$ cat src/rtl/ifu_arb_pkg.sv
// Shared constants for the instruction-fetch memory arbiter: state encoding, way IDs and defaults.
// The optional watchdog is enabled with the IFU_ARB_TIMEOUT_EN macro.
package ifu_arb_pkg;

    typedef enum logic [1:0] {
        StIdle = 2'd0,
        StWait = 2'd1,
        StDrop = 2'd2
    } arb_state_e;

    localparam logic WAY0 = 1'b0;
    localparam logic WAY1 = 1'b1;

    localparam int unsigned TIMEOUT_CYCLES_DEF = 255;

    // Round-robin pointer only matters when both ways request together.
    function automatic logic pick_way(input logic req0, input logic req1, input logic rr_ptr);
        if (req0 && req1) begin
            return rr_ptr;
        end
        return req1 ? WAY1 : WAY0;
    endfunction

endpackage

$ cat src/rtl/ifu_arb_watchdog.sv
// Watchdog for ifu_mem_arbiter: counts cycles spent with a request outstanding and raises a
// sticky error once the count reaches TIMEOUT_CYCLES. Built only with IFU_ARB_TIMEOUT_EN.
module ifu_arb_watchdog
    import ifu_arb_pkg::*;
#(
    parameter int unsigned TIMEOUT_CYCLES = TIMEOUT_CYCLES_DEF
) (
    input  logic clk,
    input  logic reset_n,
    input  logic enter_i,
    input  logic active_i,
    output logic timeout_o
);

    localparam int unsigned CntW = (TIMEOUT_CYCLES > 0) ? $clog2(TIMEOUT_CYCLES + 1) : 1;
    localparam logic [CntW-1:0] Limit = CntW'(TIMEOUT_CYCLES);

    logic [CntW-1:0] cnt_q, cnt_d;
    logic            timeout_q, timeout_d;

    always_comb begin
        cnt_d     = cnt_q;
        timeout_d = timeout_q;
        if (enter_i) begin
            cnt_d = '0;
        end else if (active_i && (cnt_q != Limit)) begin
            // Saturate so the counter can never wrap back below the limit.
            cnt_d = cnt_q + CntW'(1);
        end
        if (active_i && (cnt_d == Limit)) begin
            timeout_d = 1'b1;
        end
    end

    always_ff @(posedge clk or negedge reset_n) begin
        if (!reset_n) begin
            cnt_q     <= '0;
            timeout_q <= 1'b0;
        end else begin
            cnt_q     <= cnt_d;
            timeout_q <= timeout_d;
        end
    end

    assign timeout_o = timeout_q;

endmodule

$ cat src/rtl/ifu_mem_arbiter.sv
// Round-robin arbiter sharing one instruction-memory read port between two fetch ways, with one
// transaction outstanding and flush draining. Optional watchdog: define IFU_ARB_TIMEOUT_EN.
module ifu_mem_arbiter
    import ifu_arb_pkg::*;
#(
    parameter int unsigned ADDR_W         = 32,
    parameter int unsigned DATA_W         = 32,
    parameter int unsigned TIMEOUT_CYCLES = TIMEOUT_CYCLES_DEF
) (
    input  logic              clk,
    input  logic              reset_n,
    input  logic              req0_i,
    input  logic [ADDR_W-1:0] addr0_i,
    input  logic              req1_i,
    input  logic [ADDR_W-1:0] addr1_i,
    input  logic              flush_i,
    input  logic              mem_dataOk_i,
    input  logic [DATA_W-1:0] mem_data_i,
    output logic              mem_request_o,
    output logic [ADDR_W-1:0] mem_addr_o,
    output logic              dataOk0_o,
    output logic              dataOk1_o,
    output logic [DATA_W-1:0] data_o,
    output logic              busy_o,
    output logic              timeout_o
);

    arb_state_e        state_q, state_d;
    logic              grant_q, grant_d;
    logic              rr_ptr_q, rr_ptr_d;
    logic [ADDR_W-1:0] addr_q, addr_d;

    always_comb begin
        state_d   = state_q;
        grant_d   = grant_q;
        rr_ptr_d  = rr_ptr_q;
        addr_d    = addr_q;
        dataOk0_o = 1'b0;
        dataOk1_o = 1'b0;
        unique case (state_q)
            StIdle: begin
                // A flush in the same cycle wins over any new request.
                if (!flush_i && (req0_i || req1_i)) begin
                    grant_d = pick_way(req0_i, req1_i, rr_ptr_q);
                    addr_d  = (grant_d == WAY1) ? addr1_i : addr0_i;
                    state_d = StWait;
                end
            end
            StWait: begin
                if (mem_dataOk_i) begin
                    if (!flush_i) begin
                        dataOk0_o = (grant_q == WAY0);
                        dataOk1_o = (grant_q == WAY1);
                    end
                    rr_ptr_d = ~grant_q;
                    state_d  = StIdle;
                end else if (flush_i) begin
                    state_d = StDrop;
                end
            end
            StDrop: begin
                // Memory cannot cancel, so the request stays up until the stale response lands.
                if (mem_dataOk_i) begin
                    state_d = StIdle;
                end
            end
            default: state_d = StIdle;
        endcase
    end

    always_ff @(posedge clk or negedge reset_n) begin
        if (!reset_n) begin
            state_q  <= StIdle;
            grant_q  <= WAY0;
            rr_ptr_q <= WAY0;
            addr_q   <= '0;
        end else begin
            state_q  <= state_d;
            grant_q  <= grant_d;
            rr_ptr_q <= rr_ptr_d;
            addr_q   <= addr_d;
        end
    end

    assign mem_request_o = (state_q != StIdle);
    assign mem_addr_o    = addr_q;
    assign busy_o        = (state_q != StIdle);
    assign data_o        = mem_data_i;

`ifdef IFU_ARB_TIMEOUT_EN
    logic wd_enter;
    assign wd_enter = (state_d != state_q) && (state_d != StIdle);

    ifu_arb_watchdog #(
        .TIMEOUT_CYCLES(TIMEOUT_CYCLES)
    ) u_watchdog (
        .clk      (clk),
        .reset_n  (reset_n),
        .enter_i  (wd_enter),
        .active_i (state_q != StIdle),
        .timeout_o(timeout_o)
    );
`else
    logic unused_timeout_cycles;
    assign unused_timeout_cycles = ^TIMEOUT_CYCLES;
    assign timeout_o = 1'b0;
`endif

endmodule

$ cat config.mk
export PLATFORM = sky130hd
export DESIGN_NAME = ifu_mem_arbiter
export DESIGN_NICKNAME = d
export VERILOG_FILES = /design/src/rtl/ifu_arb_pkg.sv /design/src/rtl/ifu_arb_watchdog.sv /design/src/rtl/ifu_mem_arbiter.sv
export SDC_FILE = /design/constraint.sdc
export NUM_CORES = 1
export LEC_CHECK = 0
export ABC_AREA = 1
export CAP_MARGIN = 25
export CORE_MARGIN = 2
export CORE_UTILIZATION = 35
export CTS_CLUSTER_DIAMETER = 100
export DETAILED_ROUTE_END_ITERATION = 6
export GPL_ROUTABILITY_DRIVEN = 0
export PLACE_DENSITY = 0.81
export SYNTH_ARGS = -nofsm -noshare
export SYNTH_HDL_FRONTEND = slang
export SYNTH_SLANG_ARGS = --single-unit
export TNS_END_PERCENT = 50
$ cat constraint.sdc
create_clock -name clk -period 1.2 [get_ports clk]
set_input_delay 0.24 -clock clk [delete_from_list [all_inputs] [get_ports clk]]
set_output_delay 0.24 -clock clk [all_outputs]
set_load 0.02 [all_outputs]
Yosys cells after proc, flatten, opt, wreduce, memory -nomap -nowiden
Index checks and enable logic that the tools add are counted.
W data, S select, Z words.
Storage, ports and cells
  register bits: 36
  input port bits: 102
  word-level logic and storage cells: 39
Cells by class
  equal/unequal tests: 5
  mux-type cells: 20
  bitwise operators: 1
  reduce and logical (&&, ||, !) cells: 9
Operators with widths (number)
  $mux W32: 1
  $mux W1: 14
  $mux W2: 4
  $pmux W2 S3: 1
  $ne A2 B2 Y1 const B: 2
  $reduce_and A2 Y1: 2
  $ne A3 B3 Y1 const B: 1
  $reduce_and A3 Y1: 1
  $eq A2 B1 Y1 const B: 1
  $eq A2 B2 Y1 const B: 1
  $logic_and A1 B1 Y1: 2
  $logic_not A2 Y1: 1
  $reduce_bool A2 Y1: 1
  $logic_not A1 Y1: 1
  $logic_or A1 B1 Y1: 1
  $not A1 Y1: 1

Longest topological paths before layout
Gate-level depths: netlist of the first run.
  depth in word-level cells: 8
  depth in mapped cells: 7
  mapped depth without buffers: 6

Least setup slack after synthesis of the first run
No wires, ideal clock.
  kind: reg-to-output
  from: reg state_q[0]
  to: out dataOk1_o
  arrival: 1094 ps
  required time: 960 ps
  setup slack: -134 ps
  cell stages (with the launch flop): 5
  path buffers: 0
  path through: dfrtp_1 -> inv_1 -> nor2_1 -> nand2_1 -> nor3_1
On the way
  longest elaborated chain between the ends: 2
Ends and longest elaborated chain
  start: declaration: RTL line ifu_mem_arbiter.sv:28  | arb_state_e state_q, state_d;
  start signal: assignment: RTL line ifu_mem_arbiter.sv:73  | state_q <= StIdle;
  start signal: assignment: RTL line ifu_mem_arbiter.sv:78  | state_q <= state_d;
  $eq A2 B1 Y1: RTL line ifu_mem_arbiter.sv:40  | unique case (state_q)
  $mux W1: RTL line ifu_mem_arbiter.sv:40
  end: declaration: RTL line ifu_mem_arbiter.sv:22  | output logic dataOk1_o,
No other way between the ends.

Final worst setup path of the first run
  from: reg state_q[0]
  to: out dataOk0_o
On the way
  longest elaborated chain between the ends: 2
Ends and longest elaborated chain
  $eq A2 B1 Y1: RTL line ifu_mem_arbiter.sv:40
  $mux W1: RTL line ifu_mem_arbiter.sv:40
  end: declaration: RTL line ifu_mem_arbiter.sv:21  | output logic dataOk0_o,
No other way between the ends.

==> key figures, run 1 <==
Power
  – Pwr Density: 1510 nW/µm²
  – Lkg Pwr: 0.00187 µW
  – Part of the power in registers: 35.8%
  – Clock power share: 17.1%
  – P_sw: 1980 µW
  – Cell Int Power: 3120 µW
  – Sw Share: 38.9%
  – Logic pwr share: 47.1%
  – Max VDD drop: 0.579 mV

Worst setup path
  – Setup CP Type: flip-flop to output pin
  – Crit path DAT: 1.24 ns
  – CP Max Fanout: 3
  – Startpoint types: flip-flop
  – CP delay by family, top: flip-flops
  – Crit-path slowest cell: dfrtp_1
  – Worst EP required: 0.96 ns
  – Max incr delay on CP: 0.36 ns
  – Critical Path End Type: output pin
  – CP cell instances: inv_2 > nor2_4 > nand2_2 > inv_2 > nand2_2 > nor2_2 > buf_6
  – Buf+Inv Stages, Crit Path: 3

Timing
  – Period utilization: 123%
  – Fin. Hold Viols: 0
  – Worst clock skew: 0.00645 ns
  – RSZ-0062 raised after global routing: true
  – PnR worst setup slack: -0.279 ns
  – Slew Limit Fails: 0
  – Min Clock Period, post-route: 1.48 ns
  – Fmax: 676 MHz
  – Setup Viol. Count Final: 36

Die
  – DIE HEIGHT: 86.2 µm
  – Total core area: 6420 µm²
  – Initial core utilization: 36.8%
  – Row count: 29
  – Die ar.: 7420 µm²
  – Die width: 86.2 µm
  – Top Ports: 171

Synthesis
  – Register area share after synthesis: 38.1%
  – Synth top area share: 38.1%
  – Syn nets: 441
  – Cell variety after synth: 17
  – Flop and latch count out of synthesis: 36
  – Syn Std Cell Area: 2360 µm²
  – Yosys top cell by area: dfrtp_1
  – Synth area leaders: dfrtp_1, nand2_1, nand3_1
  – Number of synthesis warnings: 0
  – Synthesized area per cell: 6.97 µm²
  – Mapped Cells: 339

Job
  – Max_cap viols: 0

Clock network
  – Clk sinks: 36
  – Inserted Clock Buffers: 5
  – TritonCTS clock tree: built
  – Clk slew on worst S/H paths: 0.07 ns
  – Clock root cell: clkbuf_8
  – CTS H-tree lvls: 2
  – Latest clock arrival within the worst-skew pair: 0.28 ns
  – Maximum buffer depth of the clock tree: 2

Route
  – DRC: 0
  – Via count: 2274
  – Vias per cell: 4.58
  – Antenna viol nets, final: 0
  – Detailed Route WL: 6090 µm
  – DR pass1 iterations: 4
  – Wire per inst: 12.3 µm
  – DR iter-0 viols: 56

Global routing
  – First-pass GRT wire length: 10100 µm
  – Largest net degree at the start of global routing: 23
  – Initial antenna violation count: 0
  – GRT overflow: 0
  – GRT Resource Usage Total: 17.2%
  – Number of global-route vias before repair: 2288

Placement
  – Cell count after placement: 486
  – HPWL after DPL: 4700 µm
  – # port buffers: 105

Hold path
  – Hold Path Class: primary input to asynchronous set/reset pin

Run status
  – Failing checks: negative setup slack
  – Status: finished, violations left

Final layout
  – Finished Layout Cells: 496
  – Share of layout cells above drive strength 1: 17.7%
  – Commonest non-fill, non-tap cell in the layout: nand2_1
  – Synth-to-layout area growth: 43.2%
  – Antenna Diode Count: 0
  – Finished Core Util: 52.7%
  – Commonest cells after routing, fill and taps aside: nand2_1, inv_1, clkdlybuf4s50_1, nand3_1, dfrtp_1
  – Nets: 520
## registers in the layout, indices dropped and copies added, names as in the netlist
register and flops:
grant_q 1, mem_addr_o 32, rr_ptr_q 1, state_q 2
## kinds of logic after synthesis
kind of cell / after synthesis / synth area share (%)
and+or+nand+nor: 178 / 33.4
AOI/OAI and AO/OA: 4 / 0.847
DFF: 36 / 38.1
other: 1 / 0.159
buffers and inverters: 120 / 27.4
## path summary, 6_finish.rpt
kind | depth (start not counted) | slack [ns] | endpoint | start
setup / recovery | 7 | -0.28 | dataOk0_o | state_q[0]$_DFFE_PN0P_
hold / removal | 2 | 0.41 | mem_addr_o[10]$_DFFE_PN0P_ | reset_n
setup reg to reg | 8 | -0.17 | mem_addr_o[8]$_DFFE_PN0P_ | state_q[1]$_DFFE_PN0P_
hold reg to reg | 2 | 0.48 | mem_addr_o[18]$_DFFE_PN0P_ | mem_addr_o[18]$_DFFE_PN0P_
max in group asynchronous | 3 | 0.34 | mem_addr_o[8]$_DFFE_PN0P_ | reset_n
min in group clk | 2 | 0.48 | mem_addr_o[18]$_DFFE_PN0P_ | mem_addr_o[18]$_DFFE_PN0P_
## per-layer routing
layer	GRT usage (%)	vias to the layer above	part of all wire (%)
li1	-	1127	-
met1	18.8	1046	39
met2	31.0	85	51
met3	4.43	16	7.5
met4	7.94	0	2.2
met5	0	-	0
## cell usage after synthesis (all sizes together)
cell type / count
nand2: 106
inv: 70
nand3: 64
buf: 49
dfrtp: 36
nor2: 7
o21ai: 3
a21oi: 1
clkbuf: 1
conb: 1
nor3: 1
## worst register-to-register path, delay by kind of cell, from the launching register on
kind,cells,cell delay (ns)
buf+inv,3,0.44
flops,1,0.41
simple gates,5,0.47
## repair_timing
action / in CTS / in global routing
setup endpoints to repair: 69 / 53
hold buffers: 1 / 0
pin swaps: 2 / 1
endpoints found under the hold margin: 14 / 0
buffers inserted: 0 / 1
resized for setup: 122 / 16
## stage by stage
stage,worst slack (ns),instance area (µm²),setup TNS [ns],hold WS [ns],power [µW]
6_report,-0.279,3380,-4.56,0.409,5100
5_1_grt,-0.356,3380,-8.25,0.437,5460
4_1_cts,-0.312,3470,-5.11,0.410,5280
3_5_place_dp,-0.766,3320,-13.15,0.179,4470
3_3_place_gp,-0.754,3320,-12.30,0.168,4410
2_1_floorplan,-0.0805,2370,-0.0805,-0.0556,3290
## power by group through the flow
stage | clock network (µW) | registers, µW | logic (µW)
after CTS | 911 | 1830 | 2540
after detailed placement | 0 | 1830 | 2640
after global placement | 0 | 1830 | 2580
after global routing | 955 | 1880 | 2630
final | 871 | 1820 | 2400
after floorplan | 0 | 2270 | 1010
## cell type report
class | count | area [µm²]
inverters | 70 | 263
clock buffers | 8 | 90.1
repair buffers | 122 | 1190
fillers | 627 | 3040
well taps | 77 | 96.3
flip-flops and latches | 36 | 901
multi-input cells | 183 | 838
No activity file was read; power rests on OpenSTA's default activity.
==> run 2: changes to the inputs <==
- CAP_MARGIN: 25 -> 5
==> results of run 2 <==
Same layout as run 1: the final DEF is identical, and so are final timing and power.
==> run 3: changes to the inputs <==
- SLEW_MARGIN: unset -> 20
==> results of run 3 <==
Same layout as run 1: the final DEF is identical, and so are final timing and power.
